## src/rtl/prod_accum_pkg.sv

```systemverilog
// Shared definitions for the product accumulator: FSM state encoding and
// default parameter values.
package prod_accum_pkg;

    typedef enum logic {
        ST_ACC  = 1'b0,
        ST_HOLD = 1'b1
    } state_e;

    localparam int WIDTH_DEF = 8;
    localparam int TERMS_DEF = 4;
    localparam int AW_DEF    = 16;

endpackage

```

## src/rtl/prod_accum.sv

```systemverilog
// Product accumulator: sums TERMS unsigned products per batch (or fewer on
// flush), presents the batch result with a sticky overflow flag, and holds it
// until the downstream consumer takes it.
module prod_accum
    import prod_accum_pkg::*;
#(
    parameter int WIDTH = WIDTH_DEF,
    parameter int TERMS = TERMS_DEF,
    parameter int AW    = AW_DEF
) (
    input  logic             clk,
    input  logic             rst,
    input  logic             in_valid,
    output logic             in_ready,
    input  logic [WIDTH-1:0] p,
    input  logic             flush,
    output logic             out_valid,
    input  logic             out_ready,
    output logic [AW-1:0]    sum,
    output logic [7:0]       terms,
    output logic             ovf
);

    localparam logic [7:0] TERMS_C = 8'(TERMS);

    state_e        state_q, state_d;
    logic [AW-1:0] acc_q, acc_d;
    logic [7:0]    cnt_q, cnt_d;
    logic          ovf_acc_q, ovf_acc_d;
    logic [AW-1:0] sum_q, sum_d;
    logic [7:0]    terms_q, terms_d;
    logic          ovf_q, ovf_d;

    // Datapath helpers: the adder is one bit wider so its carry drives ovf.
    logic          accept_s;
    logic [AW:0]   add_s;
    logic [7:0]    cnt_inc_s;
    logic          ovf_new_s;

    // Handshake flags come straight from the state register.
    assign in_ready  = (state_q == ST_ACC);
    assign out_valid = (state_q == ST_HOLD);
    assign sum       = sum_q;
    assign terms     = terms_q;
    assign ovf       = ovf_q;

    // Next-state and datapath: accumulate, close batches, hand off results.
    always_comb begin
        state_d   = state_q;
        acc_d     = acc_q;
        cnt_d     = cnt_q;
        ovf_acc_d = ovf_acc_q;
        sum_d     = sum_q;
        terms_d   = terms_q;
        ovf_d     = ovf_q;

        accept_s  = in_valid && (state_q == ST_ACC);
        add_s     = {1'b0, acc_q} + {{(AW + 1 - WIDTH){1'b0}}, p};
        cnt_inc_s = cnt_q + 8'd1;
        ovf_new_s = ovf_acc_q | add_s[AW];

        case (state_q)
            ST_ACC: begin
                if (accept_s) begin
                    acc_d     = add_s[AW-1:0];
                    cnt_d     = cnt_inc_s;
                    ovf_acc_d = ovf_new_s;
                    // A product arriving with flush still belongs to this batch.
                    if ((cnt_inc_s == TERMS_C) || flush) begin
                        sum_d   = add_s[AW-1:0];
                        terms_d = cnt_inc_s;
                        ovf_d   = ovf_new_s;
                        state_d = ST_HOLD;
                    end else begin
                        state_d = ST_ACC;
                    end
                end else if (flush && (cnt_q != 8'd0)) begin
                    sum_d   = acc_q;
                    terms_d = cnt_q;
                    ovf_d   = ovf_acc_q;
                    state_d = ST_HOLD;
                end else begin
                    state_d = ST_ACC;
                end
            end
            ST_HOLD: begin
                // Result stays frozen until taken; flush and inputs are ignored.
                if (out_ready) begin
                    state_d   = ST_ACC;
                    acc_d     = {AW{1'b0}};
                    cnt_d     = 8'd0;
                    ovf_acc_d = 1'b0;
                end else begin
                    state_d = ST_HOLD;
                end
            end
            default: begin
                state_d   = ST_ACC;
                acc_d     = {AW{1'b0}};
                cnt_d     = 8'd0;
                ovf_acc_d = 1'b0;
            end
        endcase
    end

    // State and result registers; reset wins over every other request.
    always_ff @(posedge clk) begin
        if (rst) begin
            state_q   <= ST_ACC;
            acc_q     <= {AW{1'b0}};
            cnt_q     <= 8'd0;
            ovf_acc_q <= 1'b0;
            sum_q     <= {AW{1'b0}};
            terms_q   <= 8'd0;
            ovf_q     <= 1'b0;
        end else begin
            state_q   <= state_d;
            acc_q     <= acc_d;
            cnt_q     <= cnt_d;
            ovf_acc_q <= ovf_acc_d;
            sum_q     <= sum_d;
            terms_q   <= terms_d;
            ovf_q     <= ovf_d;
        end
    end

endmodule

```

## config.mk

```make
export PLATFORM = sky130hd
export DESIGN_NAME = prod_accum
export DESIGN_NICKNAME = d
export VERILOG_FILES = /design/src/rtl/prod_accum_pkg.sv /design/src/rtl/prod_accum.sv
export SDC_FILE = /design/constraint.sdc
export NUM_CORES = 1
export LEC_CHECK = 0
export CAP_MARGIN = 20
export CORE_ASPECT_RATIO = 0.6
export CORE_MARGIN = 2
export CORE_UTILIZATION = 45
export CTS_CLUSTER_DIAMETER = 60
export DETAILED_ROUTE_END_ITERATION = 10
export DONT_BUFFER_PORTS = 1
export PLACE_DENSITY = 0.63
export SLEW_MARGIN = 20
export SYNTH_ARGS = -nofsm -noshare
export SYNTH_HDL_FRONTEND = slang
export SYNTH_SLANG_ARGS = --single-unit
```

## constraint.sdc

```tcl
create_clock -name clk -period 6.4 [get_ports clk]
set_input_delay 1.92 -clock clk [delete_from_list [all_inputs] [get_ports clk]]
set_output_delay 1.92 -clock clk [all_outputs]
set_load 0.02 [all_outputs]
```

# Yosys cells after proc, flatten, opt, wreduce, memory -nomap -nowiden
# Cells that the tools add are included.
op_classes:
  add_sub_neg: 2
  eq_ne: 4
  n_mux: 23
  n_bitwise: 2
  reduce_logical: 7
ops:
  columns: ["op", "n"]
  rows:
  - ["$mux W16", 5]
  - ["$mux W8", 5]
  - ["$pmux W16 S2", 1]
  - ["$add A16 B8 Y17", 1]
  - ["$pmux W8 S2", 1]
  - ["$mux W1", 9]
  - ["$add A8 B1 Y8 const B", 1]
  - ["$eq A8 B3 Y1 const B", 1]
  - ["$reduce_bool A8 Y1", 1]
  - ["$ne A2 B1 Y1 const B", 2]
  - ["$pmux W1 S2", 2]
  - ["$reduce_and A3 Y1", 1]
  - ["$logic_and A1 B1 Y1", 2]
  - ["$ne A2 B2 Y1 const B", 1]
  - ["$reduce_and A2 Y1", 1]
  - ["$reduce_bool A2 Y1", 1]
  - ["$logic_or A1 B1 Y1", 1]
  - ["$not A1 Y1", 1]
  - ["$or A1 B1 Y1", 1]
totals:
  ff_bits: 51
  in_bits: 13
  output_inout_bits: 27
  word_cells: 45

# Logic depth before layout (Yosys ltp)
depth:
  ltp_word: 6
  mapped_depth: 8
  ltp_nobuf: 7

# Worst setup path after synthesis
# OpenSTA, ideal clock, no wires.
synth_timing:
  path_type: "input to register"
  from: "input port p[2]"
  to: "register sum_q[15], in the netlist sum[15]"
  setup_time_ps: 88
  arrival_time_ps: 3626
  setup_slack_ps: 2686
  stages: 6
  path_cell_list: "ha_1 > a21oi_1 > a2111oi_4 > nor2_1 > or4_1 > a311oi_2"
synth_between:
  elab_chain_len: 3
synth_lines:
  columns: ["item", "line_no", "source"]
  rows:
  - ["start: declaration", "prod_accum.sv:15", "input logic [WIDTH-1:0] p,"]
  - ["$add A16 B8 Y17", "prod_accum.sv:58", "add_s = {1'b0, acc_q} + {{(AW + 1 - WIDTH){1'b0}}, p};"]
  - ["$mux W16", "prod_accum.sv:69", "if ((cnt_inc_s == TERMS_C) || flush) begin"]
  - ["$mux W16", "prod_accum.sv:64", "if (accept_s) begin"]
  - ["end signal: assignment", "prod_accum.sv:113", "sum_q <= {AW{1'b0}};"]
  - ["end signal: assignment", "prod_accum.sv:121", "sum_q <= sum_d;"]
  - ["end: declaration", "prod_accum.sv:30", "logic [AW-1:0] sum_q, sum_d;"]
# Every way passes these cells. The select of a mux whose other input is x is not followed.
# A chain may end at the register's enable or synchronous reset.

# Worst setup path after layout
layout_timing:
  from: "input port p[0]"
  to: "register acc_q[14]"
layout_between:
  elab_chain_len: 3
layout_lines:
  columns: ["item", "line_no", "source"]
  rows:
  - ["$add A16 B8 Y17", "prod_accum.sv:58", null]
  - ["$mux W16", "prod_accum.sv:64", null]
  - ["$pmux W16 S2", "prod_accum.sv:62", "case (state_q)"]
  - ["end signal: assignment", "prod_accum.sv:110", "acc_q <= {AW{1'b0}};"]
  - ["end: declaration", "prod_accum.sv:27", "logic [AW-1:0] acc_q, acc_d;"]
# Every way passes these cells. The select of a mux whose other input is x is not followed.

==> run metrics <==
Critical Path End Type flop; Seq cells post-synth 51; Reg area 1020 um^2; Hold Path End acc_q[6]; Crit Path Class input pin to flop; Detailed Route Iter0 Violations 207; actual slew at the worst max-slew pin 1.05 ns; DP HPWL 4.90 mm; design area 2960 um^2; max-slew violation count 0; Final Hold Vio Count 0; # hold bufs at CTS 0; Critical-path top delay cell fa_1; Final Worst Setup Slack 2.68 ns; WP data required 6.63 ns; Routed Antenna Nets 0; WL final 7.39 mm; Worst slew margin 29.6%; min Tclk post-route 3.72 ns; vias 2538; Syn Nets 372; RSZ-0062 raised after global routing false; final setup fails 0; TritonCTS clock tree built; Worst R2R Start cnt_q[1]; post-DR vias/cell 6.04; Final Util 48.6%; cell family with most CP delay compound AO/OA/AOI/OAI gates; Worst-path clk slew 0.10 ns; fin crit share 58.2%; clk_lat worst skew 0.31 ns; Leakage 0.000999 uW; GRT Util Overall 22.5%; Buffers on Ports 0; DP Area 2850 um^2; DRC Markers 0; Netlist cell types 48; Max Fclk 269 MHz; io pins 40; maximum cell stage delay along the critical path 0.43 ns; clk root buf clkbuf_8; hold path startpoint acc_q[6]; EDFF count, synth 0; Post-Place Setup Slack 2.39 ns; clock skew 0.00582 ns; Initial Utilization 46.4%; Die Y 65.4 um; core footprint 6080 um^2; Seq/Total Area, Yosys 36.2%; synthesized area 2820 um^2; max_cap viols 0; setup TNS 0 ns; cells resized by post-CTS repair 0; CTS buffer count 5; GRT overflow 0; Worst Reg2Reg Path Length in Cells 6; Pre-antenna DRT Iters 5; Min Hold Slack 0.478 ns; Worst Path Buf+Inv 0; status completed; PwrDens 245 nW/um^2; Worst Hold Depth 2; Post-synth ARST share 0%; VDD IR max 0.120 mV; vias in the first global route 2349; worst-path cell chain ha_1 -> fa_1 -> a211oi_1 -> o211ai_1 -> and4_1 -> a21o_1 -> a311oi_1; YS warnings 0; largest net degree at the start of global routing 46; FF-to-FF setup slack 3.70 ns; Hold Crit Class flop to flop; critical-path maximum fanout 6; cell count after synthesis 347; die area 6940 um^2; GPL Wtd Cong 0.869; clock buffer depth 2; share of cells above drive strength 1 6.55%; main flop type after synthesis dfxtp_1; Post-layout nets 360; crit path DAT 3.96 ns; H-tree levels 2; syn_area_per_cell 8.13 um^2; initial antenna violation count 0; area of the multi-input gates 1660 um^2; nature of the critical path startpoint input pin; fillcell total 601; FF-to-FF End ovf; ant diodes 0; DR WL/cell 17.6 um; die width 106 um; area delta synth->final 4.79%; Post-CTS Setup Repair Bufs 0; first-pass GRT wire length 12.3 mm; Sink Count 51; row cnt 22
==> power by group <==
group / internal [uW] / switching, uW / total, uW
clock network: 98.6 / 114 / 213
registers: 340 / 37.1 / 377
logic: 47.4 / 87.5 / 135
==> logic make-up (layout without fill, tap and decap cells) <==
| logic type | Yosys count | in the layout | share of synthesized area [%] |
|---|---|---|---|
| xor+xnor | 12 | 12 | 3.72 |
| buf+inv | 34 | 23 | 5.05 |
| flops | 51 | 51 | 36.2 |
| simple gates | 125 | 125 | 21.4 |
| fa+ha+maj | 12 | 12 | 5.59 |
| compound gates | 113 | 113 | 28.1 |
==> worst reg2reg max path: stages (launching register included) <==
cell and delay [ns]:
dfxtp_1 0.46, ha_1 0.30, nor2b_1 0.08, a32oi_1 0.37, a21o_1 0.22, nand2_1 0.63
o311ai_0 0.53
==> registers in the layout, indices dropped and copies added, names as in the netlist <==
name / cells
terms: 8
acc_q: 16
ovf_acc_q: 1
ovf: 1
cnt_q: 8
sum: 16
out_valid: 1
==> metrics by stage <==
stage,std cells,power (uW)
global route,420,764
CTS,420,727
global placement,412,516
detailed placement,412,518
floorplan,347,488
finish,420,725
==> synthesized netlist by cell type (all sizes together), types with 5 or more instances <==
cell / number / area [um^2]
nor3: 24 / 120
a311oi: 18 / 170
o21ai: 18 / 90.1
a211oi: 7 / 52.6
nand3: 15 / 75.1
ha: 11 / 138
nor2b: 5 / 31.3
a21o: 5 / 40.0
clkbuf: 17 / 63.8
nor2: 18 / 67.6
dfxtp: 51 / 1020
xnor2: 6 / 52.6
o211ai: 6 / 45.0
a31oi: 8 / 50.1
inv: 11 / 41.3
nand2: 41 / 154
a21oi: 33 / 176
xor2: 6 / 52.6
o31ai: 8 / 60.1
buf: 5 / 33.8
==> area by class of cell <==
type                            count  area share [%]
Clock buffer                        7            3.26
Clock inverter                      1           0.254
Inverter                           12            1.52
Multi-Input combinational cell    262            56.1
Sequential cell                    51            34.5
Tap cell                           84            3.55
Timing Repair Buffer                3           0.761
==> per-layer routing <==
layer	GRT usage (%)	wire length, um	vias up
met5	0	0	-
li1	-	-	1278
met2	29.9	2860	77
met4	6.74	72	0
met3	5.26	656	7
met1	35.1	3800	1176
==> cells in the final DEF, fill, tap and decap left out, drive strengths merged, types with 4 or more instances in the layout <==
| cell | Yosys | routed |
|---|---|---|
| nand3 | 15 | 15 |
| o31ai | 8 | 8 |
| inv | 11 | 11 |
| a21o | 5 | 5 |
| xor2 | 6 | 6 |
| nand4 | 4 | 4 |
| a211oi | 7 | 7 |
| nand2 | 41 | 41 |
| a31oi | 8 | 8 |
| nor2 | 18 | 18 |
| ha | 11 | 11 |
| a311oi | 18 | 18 |
| or3 | 4 | 4 |
| clkbuf | 17 | 7 |
| nor2b | 5 | 5 |
| a21oi | 33 | 33 |
| o211ai | 6 | 6 |
| xnor2 | 6 | 6 |
| o21ai | 18 | 18 |
| dfxtp | 51 | 51 |
| nor3 | 24 | 24 |
==> worst max-delay path by stage <==
| stage | startpoint | endpoint | slack, ns | cells past startpoint |
|---|---|---|---|---|
| after floorplan | p[2] | sum[15] | 2.69 | 6 |
| after global placement | p[0] | acc_q[14] | 2.42 | 7 |
| after detailed placement | p[0] | acc_q[14] | 2.39 | 7 |
| after CTS | p[0] | acc_q[14] | 2.70 | 7 |
| after global routing | p[0] | acc_q[14] | 2.57 | 7 |
| final | p[0] | acc_q[14] | 2.68 | 7 |
(Power assumes the default switching activity.)
